**src/rtl/bsg_wormhole_router_adapter_in_if.sv**
```systemverilog
// Message-in / flit-out handshake bundle for the wormhole input adapter.
// Latency: none; this is wiring only.
// Backpressure: valid/ready on both sides. The slave is the adapter and the master is its environment.
interface bsg_wormhole_router_adapter_in_if #(
  parameter int msg_width_p  = 541,
  parameter int flit_width_p = 136
) ();
  logic [msg_width_p-1:0]  data_i;
  logic                    v_i;
  logic                    ready_o;
  logic [flit_width_p-1:0] data_o;
  logic                    v_o;
  logic                    ready_i;

  modport slave (
    input  data_i, v_i, ready_i,
    output ready_o, data_o, v_o
  );

  modport master (
    output data_i, v_i, ready_i,
    input  ready_o, data_o, v_o
  );
endinterface

```
**src/rtl/bsg_wormhole_router_adapter_in.sv**
```systemverilog
// Splits one wide message into 1..4 wormhole flits. The flit count comes from the len field at [3:2].
// Latency: flit 0 appears one cycle after accept, and a new message can be taken on the last-flit cycle.
// Backpressure: ready_i=0 holds the current flit. ready_o is asserted in IDLE or on a last-flit transfer.
module bsg_wormhole_router_adapter_in #(
  parameter int max_num_flit_p      = 4,
  parameter int max_payload_width_p = 537,
  parameter int x_cord_width_p      = 1,
  parameter int y_cord_width_p      = 1
) (
  input  logic                            clk_i,
  input  logic                            reset_i,
  bsg_wormhole_router_adapter_in_if.slave bus
);

  localparam int len_width_lp  = $clog2(max_num_flit_p);
  localparam int cord_width_lp = x_cord_width_p + y_cord_width_p;
  localparam int msg_width_lp  = cord_width_lp + len_width_lp + max_payload_width_p;
  localparam int flit_width_lp = (msg_width_lp + max_num_flit_p - 1) / max_num_flit_p;
  localparam int pad_width_lp  = flit_width_lp * max_num_flit_p;

  typedef enum logic {e_idle, e_send} state_e;

  state_e                    r_state;
  logic [len_width_lp-1:0]   r_cnt;
  logic [msg_width_lp-1:0]   r_msg;

  logic [pad_width_lp-1:0]   w_msg_pad;
  logic [flit_width_lp-1:0]  w_flits [max_num_flit_p];
  logic                      w_last;
  logic                      w_accept;
  logic                      w_xfer;
  logic                      w_ready;
  logic                      w_valid;

  // Zero-extend the message to a whole number of flits and slice it into flits.
  always_comb begin
    w_msg_pad = '0;
    w_msg_pad[msg_width_lp-1:0] = r_msg;
    for (int k = 0; k < max_num_flit_p; k++) begin
      w_flits[k] = w_msg_pad[k*flit_width_lp +: flit_width_lp];
    end
  end

  // Handshake decode. Reset masks both outputs so that nothing is accepted or sent while it is held.
  always_comb begin
    w_last   = (r_cnt == r_msg[cord_width_lp +: len_width_lp]);
    w_valid  = ~reset_i & (r_state == e_send);
    w_ready  = ~reset_i & ((r_state == e_idle) | ((r_state == e_send) & w_last & bus.ready_i));
    w_accept = bus.v_i & w_ready;
    w_xfer   = w_valid & bus.ready_i;
  end

  assign bus.ready_o = w_ready;
  assign bus.v_o     = w_valid;
  assign bus.data_o  = w_flits[r_cnt];

  // Control FSM. An accept takes priority, so a last-flit transfer with a new accept stays in SEND.
  always_ff @(posedge clk_i) begin
    if (reset_i) begin
      r_state <= e_idle;
      r_cnt   <= '0;
    end else if (w_accept) begin
      r_state <= e_send;
      r_cnt   <= '0;
    end else if (w_xfer) begin
      if (w_last) begin
        r_state <= e_idle;
      end else begin
        r_cnt   <= r_cnt + 1'b1;
      end
    end
  end

  // The message buffer is written only on accept. It needs no reset because the FSM gates its use.
  always_ff @(posedge clk_i) begin
    if (w_accept) begin
      r_msg <= bus.data_i;
    end
  end

endmodule

```
**src/flat_wrapper.sv**
```systemverilog
// flat-port wrapper written by rule: the top's interface ports become plain ports
module bsg_wormhole_router_adapter_in_flat 
#(
  parameter int max_num_flit_p      = 4,
  parameter int max_payload_width_p = 537,
  parameter int x_cord_width_p      = 1,
  parameter int y_cord_width_p      = 1
)
  (clk_i, reset_i, bus_data_i, bus_v_i, bus_ready_i, bus_ready_o, bus_data_o, bus_v_o);
  bsg_wormhole_router_adapter_in_if #(.msg_width_p(541), .flit_width_p(136)) bus_i ();
  input  logic clk_i;
  input  logic reset_i;
  input wire logic [$bits(bus_i.data_i)-1:0] bus_data_i;
  input wire logic [$bits(bus_i.v_i)-1:0] bus_v_i;
  input wire logic [$bits(bus_i.ready_i)-1:0] bus_ready_i;
  output wire logic [$bits(bus_i.ready_o)-1:0] bus_ready_o;
  output wire logic [$bits(bus_i.data_o)-1:0] bus_data_o;
  output wire logic [$bits(bus_i.v_o)-1:0] bus_v_o;
  assign bus_i.data_i = bus_data_i;
  assign bus_i.v_i = bus_v_i;
  assign bus_i.ready_i = bus_ready_i;
  assign bus_ready_o = bus_i.ready_o;
  assign bus_data_o = bus_i.data_o;
  assign bus_v_o = bus_i.v_o;
  bsg_wormhole_router_adapter_in #(.max_num_flit_p(max_num_flit_p), .max_payload_width_p(max_payload_width_p), .x_cord_width_p(x_cord_width_p), .y_cord_width_p(y_cord_width_p)) u_core (.clk_i(clk_i), .reset_i(reset_i), .bus(bus_i));
endmodule
```
**config.mk**
```make
export PLATFORM = sky130hd
export DESIGN_NAME = bsg_wormhole_router_adapter_in_flat
export DESIGN_NICKNAME = d
export VERILOG_FILES = /design/src/rtl/bsg_wormhole_router_adapter_in_if.sv /design/src/rtl/bsg_wormhole_router_adapter_in.sv /design/src/flat_wrapper.sv
export SDC_FILE = /design/constraint.sdc
export NUM_CORES = 1
export LEC_CHECK = 0
export CORE_AREA = 2 2 269 271
export CTS_CLUSTER_SIZE = 40
export DETAILED_ROUTE_END_ITERATION = 10
export DIE_AREA = 0 0 271 273
export HOLD_SLACK_MARGIN = 0.02
export SLEW_MARGIN = 20
export SYNTH_ARGS = -nofsm -noshare
export SYNTH_HDL_FRONTEND = slang
export SYNTH_SLANG_ARGS = --single-unit
```
**constraint.sdc**
```tcl
create_clock -name clk_i -period 28.5 [get_ports clk_i]
set_input_delay 8.55 -clock clk_i [delete_from_list [all_inputs] [get_ports clk_i]]
set_output_delay 8.55 -clock clk_i [all_outputs]
set_load 0.02 [all_outputs]
```
## Yosys cells after proc, flatten, opt, wreduce, memory -nomap -nowiden

Cells that the tools add are included.

| cells by class | value |
|---|---|
| reductions and logical operators | 5 |
| add/sub/neg operators | 1 |
| eq/ne operators | 1 |
| muxes and demuxes | 6 |
| magnitude comparators | 1 |
| bitwise gates (word level) | 11 |

Operator list:

| kind | count |
|---|---|
| binary-select mux 136 bit (select 2 bit) | 1 |
| two-way mux 136 bit | 2 |
| bitwise AND 1 bit | 6 |
| AND reduction 2 bit | 2 |
| nonzero test 2 bit | 2 |
| >= comparator 3 bit (second input constant) | 1 |
| two-way mux 1 bit | 3 |
| NOT 1 bit | 3 |
| NOT 2 -> 3 bit | 1 |
| adder 2 x 1 -> 2 bit (second input constant) | 1 |
| == test 2 bit | 1 |
| OR reduction 2 bit | 1 |
| OR 1 bit | 1 |

| storage, ports and cells | value |
|---|---|
| output and inout port bits | 138 |
| register bits | 544 |
| logic and storage cells | 28 |
| input port bits | 545 |

## Depth between registers and ports, before layout

Gate-level depths: netlist (run 1).

| logic depth | value |
|---|---|
| depth in word-level cells | 8 |
| mapped depth | 6 |

## Worst setup path before layout (run 1)

Ideal clock, no wire load.

| timing path | value |
|---|---|
| path kind | input-to-reg |
| start | input port bus_ready_i |
| end | register u_core.r_msg[0] (enable) |
| buffers on the path | 0 |
| stages on the path | 3 |
| data required time | 27.526 ns |
| path slack | 6.316 ns |
| arrival time | 21.211 ns |
| cells stage by stage | a31oi_1 -> nor2_1 -> and2_1 |

| on the way | value |
|---|---|
| cells in the longest elaborated chain, start to end | 4 |

Ends and longest elaborated chain:

| element | RTL line | RTL |
|---|---|---|
| from (decl) | flat_wrapper.sv:15 | `input wire logic [$bits(bus_i.ready_i)-1:0] bus_ready_i;` |
| bitwise AND 1 bit | bsg_wormhole_router_adapter_in.sv:48 | `w_ready = ~reset_i & ((r_state == e_idle) \| ((r_state == e_send) & w_last & bus.ready_i));` |
| OR 1 bit | bsg_wormhole_router_adapter_in.sv:48 |  |
| bitwise AND 1 bit | bsg_wormhole_router_adapter_in.sv:48 |  |
| named net bus_ready_o | flat_wrapper.sv:16 | `output wire logic [$bits(bus_i.ready_o)-1:0] bus_ready_o;` |
| bitwise AND 1 bit | bsg_wormhole_router_adapter_in.sv:49 | `w_accept = bus.v_i & w_ready;` |
| named net u_core.w_accept | bsg_wormhole_router_adapter_in.sv:30 | `logic w_accept;` |
| to (signal assigned) | bsg_wormhole_router_adapter_in.sv:77 | `r_msg <= bus.data_i;` |
| to (decl) | bsg_wormhole_router_adapter_in.sv:25 | `logic [msg_width_lp-1:0] r_msg;` |

The timed path passes the listed nets, and every way through them passes these cells.
A chain may end at the register's enable or synchronous reset.

## Final worst setup path (run 1)

| timing path | value |
|---|---|
| start | input port bus_ready_i |
| end | output port bus_ready_o |

| on the way | value |
|---|---|
| cells in the longest elaborated chain, start to end | 3 |

Ends and longest elaborated chain:

| element | RTL line |
|---|---|
| bitwise AND 1 bit | bsg_wormhole_router_adapter_in.sv:48 |
| OR 1 bit | bsg_wormhole_router_adapter_in.sv:48 |
| bitwise AND 1 bit | bsg_wormhole_router_adapter_in.sv:48 |
| to (decl) | flat_wrapper.sv:16 |

No other way between the ends.

==> results.txt, run 1 <==
----------------------------------------------------
[Routing]
  Metal1 wirelength ... 18800 microns
  Top Layer Used ... met4
  Final routed DRC violation total ... 0
  Drt pass-1 iters ... 5
  Vias per inst ... roughly 4.3
  Number of violations reported at the end of detailed-routing iteration 0 ... 779
  Metal2 WL ... 27500 microns
  Antenna-violating nets left ... 0
  Overall via count from detail_route ... between 10000 and 15000
  Routed wire length on met3 ... 4620 microns
  Post-detailed-route wirelength per cell ... 21.2 microns
  Sum of routed wire length over all layers ... 52400 microns

[GRT]
  Initial antenna violation count ... 9
  Via count of the first global-routing pass ... 11681
  Global route overflow ... 0
  Global Route Usage Sum ... 13.7%
  Pin count of the biggest net entering global routing ... 184
  Global-route wire length before repair ... 75000 microns

[Floorplan]
  Area enclosed by the die boundary ... 74000 sq um
  Initial cell density of the core ... 27.8%
  DIE HEIGHT ... ~270 microns
  Horizontal extent of the die ... approximately 270 microns
  Row Count ... 98
  Core area ... between 70000 and 80000 sq um
  I/O pin total ... 683

[Hold path]
  Min-Delay Path Depth ... 3
  End of the worst hold path ... u_core.r_cnt[0]
  Launch point of the worst hold path ... u_core.r_state
  Worst Hold Class ... reg -> reg

[Cells and area]
  Storage element area ... 16300 sq um
  Net total in the final layout ... 2006
  Final-layout fill cell count ... 6182
  Syn-to-layout area delta ... 49.8%
  Fraction of final layout cells sized beyond drive strength 1 ... 15.3%
  Total area of multi-input combinational cells ... ~3200 sq um

[STA]
  Final-layout setup total negative slack ... 0 ns
  Number of max-slew violations in the final report ... 0
  RSZ-0062 raised after global routing ... false
  Shortest period the worst path allows ... 18.55 ns
  Least-Margin Pin Slew ... roughly 1.2 ns
  Final clock skew ... 0.0210 ns
  Period Utilization, post-route ... 65.1%
  Achievable Freq ... 53.9 MHz
  Hold Vio Cnt, Final ... 0
  Rel. slew slack ... 21.7%
  Final setup viols ... 0
  Post-layout worst setup margin ... ~10 ns

[Synth]
  Number of unique standard cell types used by synthesis ... 21
  Avg Inst Size Synth ... 26.5 sq um
  Share of the yosys chip area belonging to registers ... 82.7%
  Count of flip-flops with a built-in enable after synthesis ... approximately 540
  Async set or reset register ratio after synthesis ... 0%
  Net count after synthesis ... 1288
  Cell area after technology mapping ... just under 20000 sq um
  Yosys Warn Count ... 0
  Flop and latch count out of synthesis ... around 540
  Most common flop cell mapped by yosys ... sky130_fd_sc_hd__edfxtp_1
  Gate Count Post-Synth ... ~740

[Clock tree]
  CTS sink count ... between 500 and 600
  CTS tree ... built
  Clk Tree Root Cell ... sky130_fd_sc_hd__clkbuf_16
  Post CTS Setup Buffer Count ... 0
  Clock input transition at the sequential cells of the worst setup and hold paths ... 0.06 ns
  Number of clock buffers inserted by TritonCTS ... 57
  Hold_buf cts ... 0
  CTS max path bufs ... 3
  Clk Latency, worst-skew pair ... 0.60 ns
  Post-CTS sizing ... 0
  H-tree Lvls ... 2

[Setup path]
  Type of element capturing the critical path ... output pin
  Cell repeated most along the worst path ... sky130_fd_sc_hd__clkdlybuf4s50_1
  Reg-to-reg critical path startpoint ... u_core.r_cnt[1]
  Worst setup path startpoint ... bus_ready_i
  Critical path's largest stage delay ... 0.62 ns
  Reg-to-reg endpoint ... u_core.r_msg[53]
  Register-to-Register Path Depth ... 6
  Worst path required time ... between 15 and 20 ns
  Sort of element at the start of the critical path ... input port
  Cells along the critical path ... clkdlybuf4s50_1 -> a31oi_1 -> nor2_1 -> clkdlybuf4s50_1
  Register-to-Register Setup Slack ... approximately 24 ns
  Largest fanout of any net on the critical path ... 5
  WS Path Type ... in -> out
  Arrival time at the worst endpoint ... 10.00 ns
  Worst path slowest cell ... sky130_fd_sc_hd__clkdlybuf4s50_1

[Placement]
  Detailed-placement wirelength estimate ... 37500 microns
  Worst slack, placed ... 9.97 ns
  Global placement routability congestion ... 0.798
  Port Buffer Count ... slightly below 700

[Power]
  Power Dens Cells ... 62.8 nW/um^2
  Maximum VDD drop ... between 0.05 and 0.06 mV
  Total design power ... 1.86 mW
  Cell leakage power ... 9.44 nW

[Run status]
  Result of the run ... completed

[Job]
  Max capacitance violation total ... 0

----------------------------------------------------
## power breakdown
part           switching (mW)  internal [mW]
combinational          0.0629          0.107
clock                   0.309          0.447
sequential            0.00988          0.920
total                   0.382           1.47
## sequential cells by signal (all words and copies together), names as in the netlist
signal,flops
u_core.r_state,1
u_core.r_msg,541
u_core.r_cnt,2
## metrics by stage
step | utilization (%) | std cells | cell area (sq um) | hold WS [ns]
after floorplan | - | 743 | 19700 | 0.543
after global placement | 38.9 | 2352 | 27600 | 0.571
after detailed placement | 38.9 | 2352 | 27600 | 0.589
after CTS | 41.6 | 2457 | 29500 | 0.602
after global routing | 41.6 | 2464 | 29500 | 0.654
final | 41.6 | 2467 | 29500 | 0.610
## placed cells by master, fill, tap and decap left out
master	count
sky130_fd_sc_hd__diode_2	10
sky130_fd_sc_hd__buf_12	2
sky130_fd_sc_hd__a21oi_1	2
sky130_fd_sc_hd__a31oi_1	2
sky130_fd_sc_hd__bufinv_16	9
sky130_fd_sc_hd__xnor2_1	2
sky130_fd_sc_hd__clkinv_4	2
sky130_fd_sc_hd__buf_4	7
sky130_fd_sc_hd__edfxtp_1	541
sky130_fd_sc_hd__inv_6	3
sky130_fd_sc_hd__nand2_1	5
sky130_fd_sc_hd__mux4_2	133
sky130_fd_sc_hd__o41ai_1	1
sky130_fd_sc_hd__o21ai_0	4
sky130_fd_sc_hd__mux2i_1	3
sky130_fd_sc_hd__dfxtp_4	2
sky130_fd_sc_hd__clkinv_2	11
sky130_fd_sc_hd__clkinv_1	14
sky130_fd_sc_hd__a211o_1	1
sky130_fd_sc_hd__dfxtp_1	1
sky130_fd_sc_hd__o221ai_1	1
sky130_fd_sc_hd__inv_1	3
sky130_fd_sc_hd__nand4b_1	1
sky130_fd_sc_hd__clkinvlp_4	3
sky130_fd_sc_hd__nor2_1	7
sky130_fd_sc_hd__o211a_1	1
sky130_fd_sc_hd__clkdlybuf4s50_1	682
sky130_fd_sc_hd__inv_8	1
sky130_fd_sc_hd__clkbuf_1	5
sky130_fd_sc_hd__clkbuf_16	57
sky130_fd_sc_hd__and2_4	1
## cells by family after synthesis
kind of cell	synth area share, %
buffers and inverters	1.21
xor gates and xnor gates	0.0888
DFF	82.7
and+or+nand+nor	0.305
AOI/OAI and AO/OA	0.400
muxes	15.3
## cells in the mapped netlist (2+ instances only)
master	number	area (sq um)
sky130_fd_sc_hd__a21oi_1	2	10.0
sky130_fd_sc_hd__a31oi_1	2	12.5
sky130_fd_sc_hd__buf_2	16	80.1
sky130_fd_sc_hd__buf_4	5	37.5
sky130_fd_sc_hd__buf_6	9	101
sky130_fd_sc_hd__clkbuf_1	2	7.51
sky130_fd_sc_hd__dfxtp_1	3	60.1
sky130_fd_sc_hd__edfxtp_1	541	16200
sky130_fd_sc_hd__inv_1	3	11.3
sky130_fd_sc_hd__mux2i_1	3	30.0
sky130_fd_sc_hd__mux4_2	133	3000
sky130_fd_sc_hd__nand2_1	5	18.8
sky130_fd_sc_hd__nor2_1	7	26.3
sky130_fd_sc_hd__o21ai_0	4	20.0
sky130_fd_sc_hd__xnor2_1	2	17.5
## layout make-up
class	count	area share, %
flip-flops and latches	544	55.2
inverters	3	0.0381
repair buffers	691	23.4
diodes	10	0.0847
well taps	950	4.02
multi-input cells	164	10.8
clock inverters	43	1.54
clock buffers	62	4.89
## worst max-delay path by stage
stage          cells past startpoint               to
2_1_floorplan                      3  u_core.r_msg[0]
3_3_place_gp                       4      bus_ready_o
3_5_place_dp                       4      bus_ready_o
4_1_cts                            4      bus_ready_o
5_1_grt                            4      bus_ready_o
6_report                           4      bus_ready_o
## layer usage
layer,global-route usage (%),up-vias
met3,4.68,89
met2,24.0,422
met4,5.34,0
met5,0,-
li1,-,4672
met1,15.3,5352
## critical path: cells and delay by family
family / cells / cell delay [ns]
compound gates: 1 / 0.13
buf+inv: 2 / 1.17
simple gates: 1 / 0.15
No activity file was read; power rests on OpenSTA's default activity.
==> inputs of run 2 (changes only) <==
Settings changed: CORE_AREA 2 2 269 271 to 2 2 265 267, DIE_AREA 0 0 271 273 to 0 0 267 269.
Clock period 28.5 ns to 15.4 ns, I/O delays scaled along.
==> results.txt, run 2 (synthesis gave the netlist of run 1 again) <==
----------------------------------------------------
[Cells and area]
  Final design area excluding fillers ... just under 30000 sq um
  Syn-to-layout area delta ... 48.9%
  Fin util ... a little over two fifths
  Net total in the final layout ... 2007
  Commonest non-fill, non-tap cells in the layout ... 682 x sky130_fd_sc_hd__clkdlybuf4s50_1, 541 x sky130_fd_sc_hd__edfxtp_1, 133 x sky130_fd_sc_hd__mux4_2, 58 x sky130_fd_sc_hd__clkbuf_16
  Largest registers ... u_core.r_msg x541, u_core.r_cnt x2, u_core.r_state x1
  Total area of multi-input combinational cells ... 3180 sq um
  Final-layout fill cell count ... 6049
  Post-route insts no fill ... 2454
  Fraction of final layout cells sized beyond drive strength 1 ... 14.9%
  Flip-flop count of the largest register after layout ... 541
  Most common cell after layout, fill and taps aside ... sky130_fd_sc_hd__clkdlybuf4s50_1
  Storage element area ... 16300 sq um
  Most flop-heavy register ... u_core.r_msg

[GRT]
  Global route overflow ... 0
  Pin count of the biggest net entering global routing ... between 150 and 200
  Global Route Usage Sum ... 14.1%
  Via count of the first global-routing pass ... 11462
  Global-route wire length before repair ... 73800 microns
  Initial antenna violation count ... 9

[Setup path]
  Type of element capturing the critical path ... output pin
  Worst path slowest cell ... sky130_fd_sc_hd__clkdlybuf4s50_1
  Cells along the critical path ... clkdlybuf4s50_1 -> a31oi_1 -> nor2_1 -> clkdlybuf4s50_1
  Reg-to-reg critical path startpoint ... u_core.r_cnt[0]
  Worst setup path startpoint ... bus_ready_i
  WS Path Type ... in -> out
  Arrival time at the worst endpoint ... 6.13 ns
  Capturing instance or port of the critical path ... bus_ready_o
  Register-to-Register Path Depth ... 7
  Largest fanout of any net on the critical path ... 5
  Sort of element at the start of the critical path ... input port
  Cell repeated most along the worst path ... sky130_fd_sc_hd__clkdlybuf4s50_1
  Reg-to-reg endpoint ... u_core.r_msg[213]
  Worst path required time ... 10.78 ns
  Register-to-Register Setup Slack ... 10.60 ns
  Critical path's largest stage delay ... around 0.63 ns

[Clock tree]
  CTS max path bufs ... 3
  Hold_buf cts ... 0
  H-tree Lvls ... 2
  Post-CTS sizing ... 0
  Post CTS Setup Buffer Count ... 0
  Clock input transition at the sequential cells of the worst setup and hold paths ... 0.06 ns
  Clk Latency, worst-skew pair ... 0.60 ns
  Clk Tree Root Cell ... sky130_fd_sc_hd__clkbuf_16
  CTS tree ... built
  Number of clock buffers inserted by TritonCTS ... a little under 60
  CTS sink count ... 544

[Routing]
  Number of violations reported at the end of detailed-routing iteration 0 ... 752
  Sum of routed wire length over all layers ... 53000 microns
  Antenna-violating nets left ... 0
  Drt pass-1 iters ... 7
  Post-detailed-route wirelength per cell ... 21.6 microns
  Final routed DRC violation total ... 0
  Vias per inst ... about 4.3
  Overall via count from detail_route ... 10487

[Power]
  Power Dens Cells ... between 100 and 150 nW/um^2
  Combinational Power Share ... a little under a tenth
  Sequential share of power ... 51.7%
  Cell leakage power ... 9.36 nW
  Part of the power in the clock network ... 38.9%
  Net switching fraction of the power ... a little over a fifth
  Cell internal power dissipation ... 2.62 mW
  Switching power ... 0.707 mW
  Total design power ... 3.33 mW
  Maximum VDD drop ... 0.0856 mV

[Floorplan]
  Area enclosed by the die boundary ... 71800 sq um
  Core area ... 69300 sq um
  I/O pin total ... 683
  Row Count ... 97
  Horizontal extent of the die ... 267 microns
  DIE HEIGHT ... 269 microns
  Initial cell density of the core ... 28.5%

[STA]
  Rel. slew slack ... 26.4%
  Period Utilization, post-route ... 69.8%
  Hold Vio Cnt, Final ... 0
  Final clock skew ... 0.0222 ns
  Hold WS ... 0.637 ns
  Shortest period the worst path allows ... 10.75 ns
  Final setup viols ... 0
  Achievable Freq ... 93.0 MHz
  Number of max-slew violations in the final report ... 0
  Least-Margin Pin Slew ... 1.10 ns
  Final-layout setup total negative slack ... 0 ns
  RSZ-0062 raised after global routing ... false
  Post-layout worst setup margin ... around 4.6 ns

[Job]
  Max capacitance violation total ... 0

[Placement]
  Global placement routability congestion ... approximately 0.80
  Worst slack, placed ... 4.64 ns
  Post-DP Area ... 27600 sq um
  # placed instances ... 2342
  Detailed-placement wirelength estimate ... 37800 microns
  Port Buffer Count ... between 600 and 700

[Run status]
  Result of the run ... completed

[Hold path]
  Launch point of the worst hold path ... u_core.r_state
  Worst Hold Class ... reg -> reg

----------------------------------------------------
run 2: cell count changes in the layout (fill, tap and decap cells not counted), moves of 2 or more:
cell / previous run / this run
sky130_fd_sc_hd__bufinv_16: 9 / 2
sky130_fd_sc_hd__clkinv_1: 14 / 12
sky130_fd_sc_hd__clkinv_2: 11 / 13
sky130_fd_sc_hd__clkbuf_1: 5 / 13
sky130_fd_sc_hd__diode_2: 10 / 7
run 2: power by group through the flow:
stage	Combinational, mW	Clock [mW]	Sequential [mW]
global route	0.334	1.40	1.73
global placement	0.315	0	1.75
detailed placement	0.319	0	1.75
finish	0.315	1.29	1.72
CTS	0.321	1.34	1.72
floorplan	0.110	0	1.76
run 2: critical path, delay by kind of cell:
kind	cells	cell delay, ns
buffers and inverters	2	1.19
AOI/OAI and AO/OA	1	0.14
and+or+nand+nor	1	0.18
run 2: worst min path at each step:
stage	slack [ns]	cells after the start	endpoint
floorplan	0.54	3	u_core.r_cnt[0]
global placement	0.57	3	u_core.r_cnt[0]
detailed placement	0.62	3	u_core.r_cnt[0]
CTS	0.63	3	u_core.r_cnt[0]
global route	0.67	3	u_core.r_cnt[0]
finish	0.64	3	u_core.r_cnt[0]
run 2: final cells by class:
| class | count | share of cell area, % |
|---|---|---|
| Clock inverter | 34 | 0.805 |
| Multi-Input combinational cell | 164 | 10.8 |
| Tap cell | 940 | 4.01 |
| Antenna cell | 7 | 0.0597 |
| Timing Repair Buffer | 691 | 23.6 |
| Sequential cell | 544 | 55.6 |
| Inverter | 3 | 0.0384 |
| Clock buffer | 71 | 5.11 |
run 2: routing by layer:
layer / wire length [microns] / global-route usage (%) / vias up
li1: - / - / 4673
met1: 18200 / 15.0 / 5296
met2: 28300 / 25.2 / 428
met3: 5020 / 5.53 / 86
met4: 1360 / 5.03 / 4
met5: 26 / 0 / -
==> inputs of run 3 (changes only) <==
Clock period 15.4 ns to 8.94 ns, I/O delays scaled along.
==> results.txt, run 3 (synthesis gave the netlist of run 1 again) <==
----------------------------------------------------
[Setup path]
  Arrival time at the worst endpoint ... between 4 and 5 ns
  Dominant delay contributor by cell family on the critical path ... buffers and inverters
  WP buf/inv ... 2
  Reg-to-reg critical path startpoint ... u_core.r_cnt[0]
  Sort of element at the start of the critical path ... input port
  Register-to-Register Path Depth ... 5
  Cells along the critical path ... clkdlybuf4s50_1 -> a31oi_1 -> nor2_1 -> clkdlybuf4s50_1
  Critical path's largest stage delay ... 0.63 ns
  Type of element capturing the critical path ... output pin
  Register-to-Register Setup Slack ... around 5.4 ns
  Reg-to-reg endpoint ... u_core.r_msg[456]
  Largest fanout of any net on the critical path ... 5
  WS Path Type ... in -> out
  Critical path depth in cells ... 4
  Worst path slowest cell ... sky130_fd_sc_hd__clkdlybuf4s50_1
  Worst path required time ... 6.26 ns
  Cell repeated most along the worst path ... sky130_fd_sc_hd__clkdlybuf4s50_1

[Cells and area]
  Fraction of final layout cells sized beyond drive strength 1 ... roughly 15%
  Final-layout fill cell count ... 5982
  Most flop-heavy register ... u_core.r_msg
  Total area of multi-input combinational cells ... 3180 sq um
  Most common cell after layout, fill and taps aside ... sky130_fd_sc_hd__clkdlybuf4s50_1
  Fin util ... 42.7%
  Final design area excluding fillers ... 29600 sq um
  Net total in the final layout ... 2009
  Post-route insts no fill ... around 2500
  Largest registers ... u_core.r_msg x541, u_core.r_cnt x2, u_core.r_state x1
  Storage element area ... 16300 sq um
  Commonest non-fill, non-tap cells in the layout ... 682 x sky130_fd_sc_hd__clkdlybuf4s50_1, 541 x sky130_fd_sc_hd__edfxtp_1, 133 x sky130_fd_sc_hd__mux4_2, 60 x sky130_fd_sc_hd__clkbuf_16, 12 x sky130_fd_sc_hd__clkinv_1
  Syn-to-layout area delta ... 50.0%
  Flip-flop count of the largest register after layout ... around 540

[STA]
  Achievable Freq ... 146 MHz
  Rel. slew slack ... 31.9%
  Final clock skew ... 0.0145 ns
  Period Utilization, post-route ... 76.5%
  Hold Vio Cnt, Final ... 0
  Number of max-slew violations in the final report ... 0
  Hold WS ... 0.597 ns
  RSZ-0062 raised after global routing ... false
  Shortest period the worst path allows ... between 6 and 7 ns
  Least-Margin Pin Slew ... 1.02 ns
  Final-layout setup total negative slack ... 0 ns
  Final setup viols ... 0

[Routing]
  Antenna-violating nets left ... 0
  Number of violations reported at the end of detailed-routing iteration 0 ... 612
  Final routed DRC violation total ... 0
  Sum of routed wire length over all layers ... 52600 microns
  Post-detailed-route wirelength per cell ... approximately 21 microns
  Vias per inst ... 4.29
  Drt pass-1 iters ... 6
  Overall via count from detail_route ... 10523

[Hold path]
  Min-Delay Path Depth ... 3
  End of the worst hold path ... u_core.r_cnt[0]
  Launch point of the worst hold path ... u_core.r_state
  Worst Hold Class ... reg -> reg

[Power]
  Part of the power in the clock network ... 41.0%
  Sequential share of power ... 49.9%
  Switching power ... between 1 and 1.5 mW
  Power Dens Cells ... approximately 200 nW/um^2
  Combinational Power Share ... 9.1%
  Cell leakage power ... 9.44 nW
  Cell internal power dissipation ... approximately 4.7 mW
  Net switching fraction of the power ... 20.5%
  Maximum VDD drop ... 0.177 mV

[Clock tree]
  Hold_buf cts ... 0
  Number of clock buffers inserted by TritonCTS ... 59
  CTS max path bufs ... 3
  Clock input transition at the sequential cells of the worst setup and hold paths ... 0.06 ns
  Clk Latency, worst-skew pair ... 0.60 ns
  CTS sink count ... 544
  Post CTS Setup Buffer Count ... 0
  Post-CTS sizing ... 0
  Clk Tree Root Cell ... sky130_fd_sc_hd__clkbuf_16
  H-tree Lvls ... 2
  CTS tree ... built

[Placement]
  Global placement routability congestion ... 0.836
  Port Buffer Count ... 682
  # placed instances ... ~2300
  Detailed-placement wirelength estimate ... 38000 microns
  Post-DP Area ... between 20000 and 30000 sq um

[GRT]
  Global route overflow ... 0
  Initial antenna violation count ... 10
  Pin count of the biggest net entering global routing ... between 150 and 200
  Global Route Usage Sum ... between 10% and 20%
  Global-route wire length before repair ... between 70000 and 80000 microns
  Via count of the first global-routing pass ... 11402

[Floorplan]
  Core area ... 69300 sq um
  Initial cell density of the core ... 28.5%
  Horizontal extent of the die ... between 200 and 300 microns
  I/O pin total ... 683
  Row Count ... 97
  DIE HEIGHT ... about 270 microns
  Area enclosed by the die boundary ... about 72000 sq um

[Job]
  Max capacitance violation total ... 0

[Run status]
  Result of the run ... completed

----------------------------------------------------
## run 3: area by class of cell
class / instances / share of cell area, %
repair buffers: 692 / 23.5
inverters: 3 / 0.0381
clock buffers: 70 / 5.20
flip-flops and latches: 544 / 55.1
diodes: 4 / 0.0338
multi-input cells: 164 / 10.8
clock inverters: 36 / 1.37
well taps: 940 / 3.97
## run 3: worst register-to-register path, stage by stage, from the launching register on
cell and delay [ns]:
sky130_fd_sc_hd__dfxtp_4 0.94, sky130_fd_sc_hd__xnor2_1 0.24, sky130_fd_sc_hd__a31oi_1 0.15, sky130_fd_sc_hd__nor2_1 0.16, sky130_fd_sc_hd__and2_4 0.69, sky130_fd_sc_hd__buf_12 0.72
## run 3: routing by layer
layer	vias to the layer above	share of wire [%]	GRT usage, %	wire, microns
met4	12	2.4	4.54	1250
met2	437	53	25.0	27900
met1	5315	35	15.1	18200
met3	85	9.8	5.71	5170
met5	-	0.13	0	71
li1	4674	-	-	-
## run 3: worst max-delay path by stage
stage,from,to,slack [ns]
2_1_floorplan,bus_ready_i,u_core.r_msg[0],1.57
3_3_place_gp,bus_ready_i,bus_ready_o,2.14
3_5_place_dp,bus_ready_i,bus_ready_o,2.13
4_1_cts,bus_ready_i,bus_ready_o,2.11
5_1_grt,bus_ready_i,bus_ready_o,2.02
6_report,bus_ready_i,bus_ready_o,2.10
## run 3: through the flow
stage | power (mW) | setup slack (ns)
2_1_floorplan | 3.21 | 1.57
3_3_place_gp | 3.56 | 2.14
3_5_place_dp | 3.57 | 2.13
4_1_cts | 6.03 | 2.11
5_1_grt | 6.16 | 2.02
6_report | 5.95 | 2.10
## run 3: power by group through the flow
stage / Sequential [mW] / Combinational [mW] / Clock, mW
final: 2.97 / 0.543 / 2.44
after global routing: 2.97 / 0.576 / 2.61
after CTS: 2.97 / 0.552 / 2.51
after detailed placement: 3.02 / 0.549 / 0
after global placement: 3.02 / 0.542 / 0
after floorplan: 3.02 / 0.189 / 0
